$ cat src/rtl/min_countdown_t.sv
// MM:SS BCD down-counter for the snooze/kitchen timer: loads from the set-digit path,
// decrements on the shared 1 Hz tick and pulses expired on reaching 00:00.
// Optional macro COUNTDOWN_AUTORELOAD_EN: reload the last loaded value on expiry and keep running.
module min_countdown_t #(
    parameter int MAX_MIN_TENS = 5
) (
    input  logic       clk,
    input  logic       reset,
    input  logic       load,
    input  logic [3:0] new_mm_t,
    input  logic [3:0] new_mm_u,
    input  logic [3:0] new_ss_t,
    input  logic [3:0] new_ss_u,
    input  logic       start,
    input  logic       pause,
    input  logic       tick,
    output logic [3:0] mm_t,
    output logic [3:0] mm_u,
    output logic [3:0] ss_t,
    output logic [3:0] ss_u,
    output logic       running,
    output logic       expired,
    output logic       done
);

    typedef enum logic [1:0] {
        ST_IDLE    = 2'd0,
        ST_RUN     = 2'd1,
        ST_PAUSED  = 2'd2,
        ST_EXPIRED = 2'd3
    } state_t;

    localparam logic [3:0] MAX_MT = 4'(MAX_MIN_TENS);

    function automatic logic [3:0] clamp_digit(input logic [3:0] d, input logic [3:0] lim);
        logic [3:0] r;
        if (d > lim) begin
            r = lim;
        end else begin
            r = d;
        end
        return r;
    endfunction

    state_t      state_q, state_d;
    logic [15:0] cnt_q, cnt_d;
    logic        expired_q, expired_d;
    logic        running_q, running_d;
    logic        done_q, done_d;
    logic [15:0] load_val_s;
    logic [15:0] dec_val_s;
    logic [15:0] reload_val_s;
    logic        cnt_zero_s;
    logic        cnt_one_s;

    assign load_val_s = {clamp_digit(new_mm_t, MAX_MT), clamp_digit(new_mm_u, 4'd9),
                         clamp_digit(new_ss_t, 4'd5),   clamp_digit(new_ss_u, 4'd9)};
    assign cnt_zero_s = (cnt_q == 16'h0000);
    assign cnt_one_s  = (cnt_q == 16'h0001);

`ifdef COUNTDOWN_AUTORELOAD_EN
    logic [15:0] shadow_q, shadow_d;

    // Shadow tracks the last clamped load value
    always_comb begin
        shadow_d = shadow_q;
        if (load) begin
            shadow_d = load_val_s;
        end else begin
            shadow_d = shadow_q;
        end
    end

    // Shadow register
    always_ff @(posedge clk) begin
        if (reset) begin
            shadow_q <= 16'h0000;
        end else begin
            shadow_q <= shadow_d;
        end
    end

    assign reload_val_s = shadow_q;
`else
    assign reload_val_s = 16'h0000;
`endif

    // Borrow chain: ss_u -> ss_t -> mm_u -> mm_t; 00:00 never reaches here
    always_comb begin
        dec_val_s = cnt_q;
        if (cnt_q[3:0] != 4'd0) begin
            dec_val_s[3:0] = cnt_q[3:0] - 4'd1;
        end else begin
            dec_val_s[3:0] = 4'd9;
            if (cnt_q[7:4] != 4'd0) begin
                dec_val_s[7:4] = cnt_q[7:4] - 4'd1;
            end else begin
                dec_val_s[7:4] = 4'd5;
                if (cnt_q[11:8] != 4'd0) begin
                    dec_val_s[11:8] = cnt_q[11:8] - 4'd1;
                end else begin
                    dec_val_s[11:8]  = 4'd9;
                    dec_val_s[15:12] = cnt_q[15:12] - 4'd1;
                end
            end
        end
    end

    // Next-state and next-count; load > pause > start > tick
    always_comb begin
        state_d   = state_q;
        cnt_d     = cnt_q;
        expired_d = 1'b0;
        if (load) begin
            cnt_d   = load_val_s;
            state_d = ST_IDLE;
        end else if (pause) begin
            if (state_q == ST_RUN) begin
                state_d = ST_PAUSED;
            end else begin
                state_d = state_q;
            end
        end else begin
            case (state_q)
                ST_IDLE: begin
                    if (start && !cnt_zero_s) begin
                        state_d = ST_RUN;
                    end else begin
                        state_d = ST_IDLE;
                    end
                end
                ST_PAUSED: begin
                    if (start) begin
                        state_d = ST_RUN;
                    end else begin
                        state_d = ST_PAUSED;
                    end
                end
                ST_RUN: begin
                    if (tick && cnt_one_s) begin
                        expired_d = 1'b1;
                        if (reload_val_s != 16'h0000) begin
                            cnt_d   = reload_val_s;
                            state_d = ST_RUN;
                        end else begin
                            cnt_d   = 16'h0000;
                            state_d = ST_EXPIRED;
                        end
                    end else if (tick && !cnt_zero_s) begin
                        cnt_d = dec_val_s;
                    end else begin
                        cnt_d = cnt_q;
                    end
                end
                ST_EXPIRED: begin
                    state_d = ST_EXPIRED;
                end
                default: begin
                    state_d = ST_IDLE;
                end
            endcase
        end
        running_d = (state_d == ST_RUN);
        done_d    = (state_d == ST_EXPIRED);
    end

    // State, count and output registers
    always_ff @(posedge clk) begin
        if (reset) begin
            state_q   <= ST_IDLE;
            cnt_q     <= 16'h0000;
            expired_q <= 1'b0;
            running_q <= 1'b0;
            done_q    <= 1'b0;
        end else begin
            state_q   <= state_d;
            cnt_q     <= cnt_d;
            expired_q <= expired_d;
            running_q <= running_d;
            done_q    <= done_d;
        end
    end

    assign mm_t    = cnt_q[15:12];
    assign mm_u    = cnt_q[11:8];
    assign ss_t    = cnt_q[7:4];
    assign ss_u    = cnt_q[3:0];
    assign running = running_q;
    assign expired = expired_q;
    assign done    = done_q;

endmodule
$ cat config.mk
export PLATFORM = sky130hd
export DESIGN_NAME = min_countdown_t
export DESIGN_NICKNAME = d
export VERILOG_FILES = /design/src/rtl/min_countdown_t.sv
export SDC_FILE = /design/constraint.sdc
export NUM_CORES = 1
export LEC_CHECK = 0
export CORE_MARGIN = 1
export CORE_UTILIZATION = 48
export DETAILED_ROUTE_END_ITERATION = 12
export PLACE_DENSITY = 0.89
export SETUP_SLACK_MARGIN = 0.5
export SYNTH_ARGS = -nofsm -noshare
export SYNTH_HDL_FRONTEND = slang
export SYNTH_SLANG_ARGS = --single-unit
$ cat constraint.sdc
create_clock -name clk -period 2.7 [get_ports clk]
set_input_delay 0.405 -clock clk [delete_from_list [all_inputs] [get_ports clk]]
set_output_delay 0.405 -clock clk [all_outputs]
set_load 0.01 [all_outputs]
# Word-level counts from Yosys, hierarchy flattened
# Index checks and enable logic that the tools add are counted.
[word_totals]
reg_bits = 21
output_inout_bits = 19
inputBits = 22
word_cells = 66
[op_classes]
muxes = 23
n_addsub = 4
eq_ne = 10
reduce_logical = 16
bitwise = 1
order_cmp = 4
[op_table]
columns = ["operator", "n"]
rows = [
  ["2-to-1 mux 16 bit", 5],
  ["2-to-1 mux 4 bit", 8],
  ["== test 16 x 1 -> 1 bit, second input constant", 1],
  ["logical NOT 16 bit", 1],
  ["subtractor 4 x 1 -> 4 bit, second input constant", 4],
  ["2-to-1 mux 12 bit", 1],
  ["nonzero test 4 bit", 3],
  ["2-to-1 mux 2 bit", 5],
  ["inequality test 3 x 2 -> 1 bit, second input constant", 3],
  ["greater-than comparator 4 x 3 -> 1 bit, second input constant", 2],
  ["greater-than comparator 4 bit, second input constant", 2],
  ["2-to-1 mux 8 bit", 1],
  ["case mux 2 bit (4 select lines)", 1],
  ["== test 2 bit, second input constant", 3],
  ["AND reduction 6 bit", 1],
  ["AND reduction 5 bit", 1],
  ["== test 2 x 1 -> 1 bit, second input constant", 2],
  ["AND reduction 4 bit", 1],
  ["OR reduction 4 bit", 1],
  ["logical AND 1 bit", 3],
  ["AND reduction 3 bit", 1],
  ["nonzero test 3 bit", 1],
  ["logical NOT 2 bit", 1],
  ["2-to-1 mux 1 bit", 2],
  ["other kinds (4)", 4],
]

# Longest topological paths before layout
# Gate-level depths: netlist (run 1).
[depth]
word_depth = 9
mapped_depth = 9

# Least setup slack after synthesis (run 1)
# Ideal clock, no wire load.
[synth_path]
path_type = "register to register"
startpoint = "register cnt_q[8]"
endpoint = "register cnt_q[15]"
setup_time_ps = 70
required_time_ps = 2630
period_less_slack_ps = 2110
stages_incl_launch_ff = 10
setup_slack_ps = 590
arrival_time_ps = 2040
path_cell_list = "dfxtp_1 -> inv_1 -> ha_1 -> or3b_1 -> clkbuf_1 -> o41ai_2 -> and2_1 -> buf_6 -> or4_1 -> a21oi_1"
[synth_between]
elab_chain_len = 6
[synth_lines]
columns = ["item", "line", "source"]
rows = [
  ["start: declaration", "46", "logic [15:0] cnt_q, cnt_d;"],
  ["start signal: assignment", "177", "cnt_q <= cnt_d;"],
  ["== test 16 x 1 -> 1 bit", "59", "assign cnt_one_s = (cnt_q == 16'h0001);"],
  ["logical AND 1 bit", "140", "if (tick && cnt_one_s) begin"],
  ["2-to-1 mux 16 bit", "140", ""],
  ["2-to-1 mux 16 bit", "124", "case (state_q)"],
  ["2-to-1 mux 16 bit", "117", "end else if (pause) begin"],
  ["2-to-1 mux 16 bit", "114", "if (load) begin"],
]
# Several ways; a longest one is shown, not always the timed one. The select of a mux whose other input is x is not followed.
# A chain may end at the register's enable or synchronous reset.

# Worst setup path in the final report (run 1)
[layout_path]
startpoint = "register cnt_q[1]"
endpoint = "register cnt_q[15]"
# The elaborated chain is that of the path after synthesis.

==> results.yml, run 1 <==
setup_path:
  critical-path-slowest-cell: "or4bb_4"
  slowest_delay_ns: 0.51
  cp-end-kind: "flip-flop"
  crit_chain: "inv_1 > ha_1 > or4bb_4 > o21ai_4 > nand4_1 > or4_1 > a21oi_1"
  arrival_ns: 2.45
  path_max_fanout: 4
  start_kind: "flip-flop"
  cp_top_family: "simple AND/OR/NAND/NOR gates"
  criticalPathCategory: "flip-flop to flip-flop"
  required_ns: 2.96
  path_buf_inv: 1
synth:
  ys_seq_elements: 21
  synth_top_area_share_pct: 28.1
  yosysWarnings: 0
  yosysSeqAreaShare_pct: 28.1
  syn_nets: 205
  synth_largest_area_cell: "dfxtp_1"
  syn_inst: 177
  synth-async-reset-ratio_pct: 0
  ys.flop_type: "dfxtp_1"
  synth_area_leaders: "dfxtp_1 (28%), ha_1 (5.0%), o21ai_0 (4.4%)"
  ys_types: 50
  avgSynthCellArea_um2: 8.44
  synth_edf_count: 0
  synth_area_um2: 1490
floorplan:
  initial_utilization_pct: 52.4
  dieArea_um2: 3340
  core_area_um2: 2850
  io_pins: 41
  die_width_um: 57.8
  rows: 19
  die_y_um: 57.8
timing:
  min_period_over_period_pct: 81.2
  rsz0062_at_grt: "true"
  hold_viol: 0
  worst_slack_ns: 0.507
  setup_viol: 0
  finalClockSkew_ns: 0.00736
  tightest_slew_ns: 0.646
  slew_headroom_pct: 56.8
  finalSetupTns_ns: 0
  drv_slew: 0
  fin_crit_ns: 2.19
  max_freq_mhz: 456
cells_and_area:
  final_nets: 248
  syn_to_final_growth_pct: 39.7
  utilization_pct: 73.2
  n_antenna_cell: 0
  drive_gt1_share_pct: 18.3
  fin_area_um2: 2090
route:
  drt-pass1-iter-count: 8
  drc: 3
  drtIter0Drc: 61
  vias_per_cell: 6.54
  wl_mm: 4.24
  wl_per_cell_um: 17.0
  num_vias: 1635
  ant_nets: 0
run:
  maxCapViolations: 0
min_path:
  min_path_type: "flip-flop to flip-flop"
pwr:
  ir_drop_v: 0.000278
  p_leak_nw: 0.741
  p_clk_share_pct: 19.8
  report.power.total_w: 0.000865
  sw_frac_of_total_pct: 35.6
  p_seq_share_pct: 41.4
  p_sw_w: 0.000308
  intPower_w: 0.000557
  combPwrFrac_pct: 38.8
  powerDensity_nw_per_um2: 414
clock_tree:
  h-tree-depth: 1
  ctsHoldBuffers: 0
  clk_pin_slew_ns: 0.14
  cts_tree: "built"
  worst_skew_pair.late_latency_ns: 0.33
  cts_buffers: 3
  root_buffer: "clkbuf_4"
  clock_sinks: 21
  cts.path.max_buffers: 2
placement:
  gp_congestion: 0.853
  portBuffers: 40
  dp_hpwl_mm: 2.94
  dpl-instance-area_um2: 1900
  dpl_worst_slack_ns: 0.0863
global_routing:
  overflow: 0
  grt_util_met3_pct: 3.13
  grt_usage_pct: 24.6
  grt_max_degree: 24
  busiest_layer: "met2"
  grt_pass1_vias: 1429
  met1_usage_pct: 28.4
  grt_pass1_wl_mm: 6.34
  use_met2_pct: 44.5
  antenna_found_initial: 0
outcome:
  violations: "DRC"
  outcome: "finished with violations"
==> state kept, by name, indices dropped and copies added (netlist names) <==
| name | cells |
|---|---|
| running | 1 |
| expired | 1 |
| cnt_q | 16 |
| done | 1 |
| state_q | 2 |
==> power by group through the flow <==
stage | combinational, W | clock (W) | sequential (W)
6_report | 0.000336 | 0.000171 | 0.000358
5_1_grt | 0.000361 | 0.000182 | 0.000361
4_1_cts | 0.000282 | 0.000171 | 0.000356
3_5_place_dp | 0.000274 | 0 | 0.000362
3_3_place_gp | 0.000266 | 0 | 0.000360
2_1_floorplan | 0.000167 | 0 | 0.000363
==> cells in the mapped netlist, drive strengths merged (2+ instances only) <==
cell,count
dfxtp,21
nor2,16
o21ai,13
inv,11
a21oi,8
clkbuf,7
o31ai,7
a211oi,6
ha,6
nand2,6
o311a,6
nand3,5
nor3,5
or3b,5
buf,4
nor3b,4
a22oi,3
a31oi,3
and2,3
mux2i,3
nand3b,3
nand4,3
nor4,3
o21a,3
a311oi,2
a41oi,2
o221ai,2
o41ai,2
or4,2
==> layout by cell type (no fill, tap or decap), types with 3 or more instances in the layout <==
cell             instances
dfxtp_1                 19
nor2_1                  15
a211oi_1                 6
a21oi_1                  8
clkdlybuf4s50_1         39
inv_1                   11
a31oi_1                  3
ha_1                     4
clkbuf_4                 3
nor3_1                   5
o311a_2                  4
nand3b_1                 3
o21a_1                   3
nand4_1                  3
o21ai_0                 11
o31ai_1                  7
buf_4                    9
mux2i_1                  3
nand3_1                  5
nor3b_4                  3
nand2_1                  6
or3b_4                   4
==> cell families (layout without fill, tap and decap cells) <==
logic type | after synthesis | count (layout) | synth area share (%)
compound gates | 64 | 64 | 32.7
simple gates | 59 | 59 | 24.4
buf+inv | 22 | 64 | 6.62
flops | 21 | 21 | 28.1
fa+ha+maj | 6 | 6 | 5.02
mux | 3 | 3 | 2.01
xor+xnor | 2 | 2 | 1.17
==> final cells by class <==
| cell class | instances | area (um^2) |
|---|---|---|
| inverters | 11 | 41.3 |
| flip-flops and latches | 21 | 423 |
| well taps | 31 | 38.8 |
| clock buffers | 3 | 22.5 |
| multi-input cells | 134 | 1080 |
| clock inverters | 1 | 7.51 |
| repair buffers | 49 | 470 |
| fillers | 227 | 766 |
==> metrics by stage <==
step | instances | hold WS, ns
after detailed placement | 240 | 0.524
after floorplan | 177 | 0.531
after global routing | 250 | 0.576
after CTS | 244 | 0.537
final | 250 | 0.539
after global placement | 240 | 0.516
==> path summary, 6_finish.rpt <==
check | from | to | slack, ns | depth (start not counted)
worst max register to register | cnt_q[1] | cnt_q[15] | 0.51 | 7
worst max-delay path | cnt_q[1] | cnt_q[15] | 0.51 | 7
worst min register to register | cnt_q[1] | cnt_q[1] | 0.54 | 2
worst min-delay path | cnt_q[1] | cnt_q[1] | 0.54 | 2
==> worst min-delay path, delay by kind of cell, from the launching register on <==
family | cells | cell delay [ns]
flip-flops | 1 | 0.35
AND/OR/NAND/NOR | 1 | 0.10
AO/OA/AOI/OAI | 1 | 0.05
==> what timing repair did <==
action	CTS	global route
setup endpoints to repair	12	16
pin swaps	0	5
gates cloned	0	0
gates resized for setup	5	23
setup buffers	0	6
==> layer usage <==
metal / part of all wire [%] / wire length [um] / up-vias
met5: 0 / 0 / -
met4: 2.5 / 106 / 0
met3: 6.9 / 293 / 15
met2: 51 / 2180 / 78
met1: 39 / 1670 / 773
li1: - / - / 769
Note: power is estimated with default switching activity, not from simulation.
==> run 2: changes to the inputs <==
- clock period: 2.7 -> 2.3 ns (I/O delays scaled with it)
==> results.yml, run 2 (synthesized netlist as in run 1, its figures left out) <==
pwr:
  p_leak_nw: 1.03
  powerDensity_nw_per_um2: 481
  ir_drop_v: 0.000348
route:
  vias_per_cell: 7.59
  ant_nets: 0
  wl_mm: 8.31
  drt-pass1-iter-count: 11
  drtIter0Drc: 345
  drc: 1
  num_vias: 2277
  wl_per_cell_um: 27.7
clock_tree:
  clk_pin_slew_ns: 0.16
  h-tree-depth: 1
  cts_tree: "built"
  cts.path.max_buffers: 2
  clock_sinks: 21
  cts_buffers: 3
  root_buffer: "clkbuf_4"
  worst_skew_pair.late_latency_ns: 0.35
setup_path:
  path_buf_inv: 2
  path_depth: 8
  path_max_fanout: 5
  required_ns: 2.56
  ff2ff_setup_slack_ns: -0.04
  reg2reg_from: "cnt_q[12]"
  cp-end-kind: "flip-flop"
  worst_r2r_endpoint: "cnt_q[15]"
  reg2reg_depth: 8
  start_kind: "flip-flop"
  slowest_delay_ns: 0.46
  criticalPathCategory: "flip-flop to flip-flop"
  arrival_ns: 2.59
  crit_chain: "inv_2 > ha_4 > or3b_4 > buf_6 > o21ai_4 > nand4_1 > or4_1 > a21oi_1"
  critical-path-slowest-cell: "or3b_4"
  cp_top_family: "simple AND/OR/NAND/NOR gates"
placement:
  dp_cells: 253
  dp_hpwl_mm: 3.29
  dpl_worst_slack_ns: -0.0751
  portBuffers: 40
  gp_congestion: 0.832
cells_and_area:
  top_regs: "cnt_q (16), state_q (2)"
  seqCellArea_um2: 450
  syn_to_final_growth_pct: 83.0
  top_register: "cnt_q"
  nFillCells: 65
  final_nets: 298
  n_antenna_cell: 0
  utilization_pct: 95.8
  largest_reg_flops: 16
  drive_gt1_share_pct: 49.4
  layout_common_cells: "buf_4 (47), clkdlybuf4s50_1 (39), nor2_1 (13)"
  multiInputGateArea_um2: 1280
  fin_cells: 300
  layout_commonest_cell: "buf_4"
outcome:
  outcome: "finished with violations"
  violations: "DRC, setup timing"
global_routing:
  grt_max_degree: 18
  grt_usage_pct: 41.5
  grt_pass1_vias: 2016
  grt_pass1_wl_mm: 10.5
  antenna_found_initial: 0
  overflow: 0
floorplan:
  core_area_um2: 2850
  die_y_um: 57.8
  die_width_um: 57.8
  io_pins: 41
  dieArea_um2: 3340
  rows: 19
  initial_utilization_pct: 52.4
timing:
  tightest_slew_ns: 0.588
  worst_slack_ns: -0.0356
  slew_headroom_pct: 60.7
  fin_crit_ns: 2.34
  finalClockSkew_ns: 0.0211
  drv_slew: 0
  rsz0062_at_grt: "true"
  min_period_over_period_pct: 102
  setup_viol: 1
  hold_viol: 0
  max_freq_mhz: 428
run:
  maxCapViolations: 0
min_path:
  min-delay-start: "cnt_q[6]"
  min_path_type: "flip-flop to flip-flop"
  min_to: "cnt_q[6]"
  hold_path_depth: 2
run 2: layout make-up:
class	count	share of cell area, %
clock inverter	1	0.183
clock buffer	3	0.824
tap	31	1.42
inverter	11	1.78
sequential	21	16.5
multi-input combinational	134	46.7
timing repair buffer	99	32.6
run 2: how the worst max path moves through the flow:
stage | from | end | slack, ns
floorplan | cnt_q[9] | cnt_q[14] | 0.33
finish | cnt_q[12] | cnt_q[15] | -0.04
global placement | tick | cnt_q[14] | 0.02
CTS | cnt_q[5] | cnt_q[2] | 0.30
global route | cnt_q[12] | cnt_q[15] | -0.01
detailed placement | tick | done | -0.08
run 2: power breakdown:
group | internal, W | switching [W]
Sequential | 0.000388 | 0.0000420
Clock | 0.0000657 | 0.000151
Combinational | 0.000333 | 0.000337
Total | 0.000787 | 0.000529
run 2: what timing repair did:
| action | 4_1_cts | 5_1_grt |
|---|---|---|
| buffers inserted | 30 | 13 |
| cloned | 0 | 0 |
| setup endpoints to repair | 21 | 28 |
| pin swaps | 20 | 24 |
| hold buffers | 0 | 0 |
| resized for setup | 38 | 34 |
run 2: layer usage:
layer | vias to the layer above | global-route usage (%) | part of all wire [%]
met5 | - | 0 | 0
met1 | 1045 | 52.3 | 36
met3 | 83 | 7.37 | 12
met4 | 0 | 20.4 | 6.8
met2 | 280 | 68.6 | 45
li1 | 869 | - | -
run 2: worst reg2reg max path: stages (launching register included):
cell	delay [ns]
dfxtp_2	0.36
inv_2	0.08
ha_4	0.16
or3b_4	0.46
buf_6	0.17
o21ai_4	0.23
nand4_1	0.16
or4_1	0.46
a21oi_1	0.19
run 2: metrics by stage:
stage | total power (W) | TNS, ns | instance area (um^2) | hold slack (ns)
2_1_floorplan | 0.000666 | 0 | 1620 | 0.485
3_3_place_gp | 0.000782 | 0 | 2090 | 0.511
3_5_place_dp | 0.000800 | -0.163 | 2090 | 0.529
4_1_cts | 0.00112 | 0 | 2500 | 0.579
5_1_grt | 0.00133 | -0.0259 | 2730 | 0.643
6_report | 0.00132 | -0.0356 | 2730 | 0.613
==> run 3: changes to the inputs <==
- SLEW_MARGIN: not set -> 20
==> results of run 3 <==
The final DEF is identical to that of run 2; final timing and power are the same.
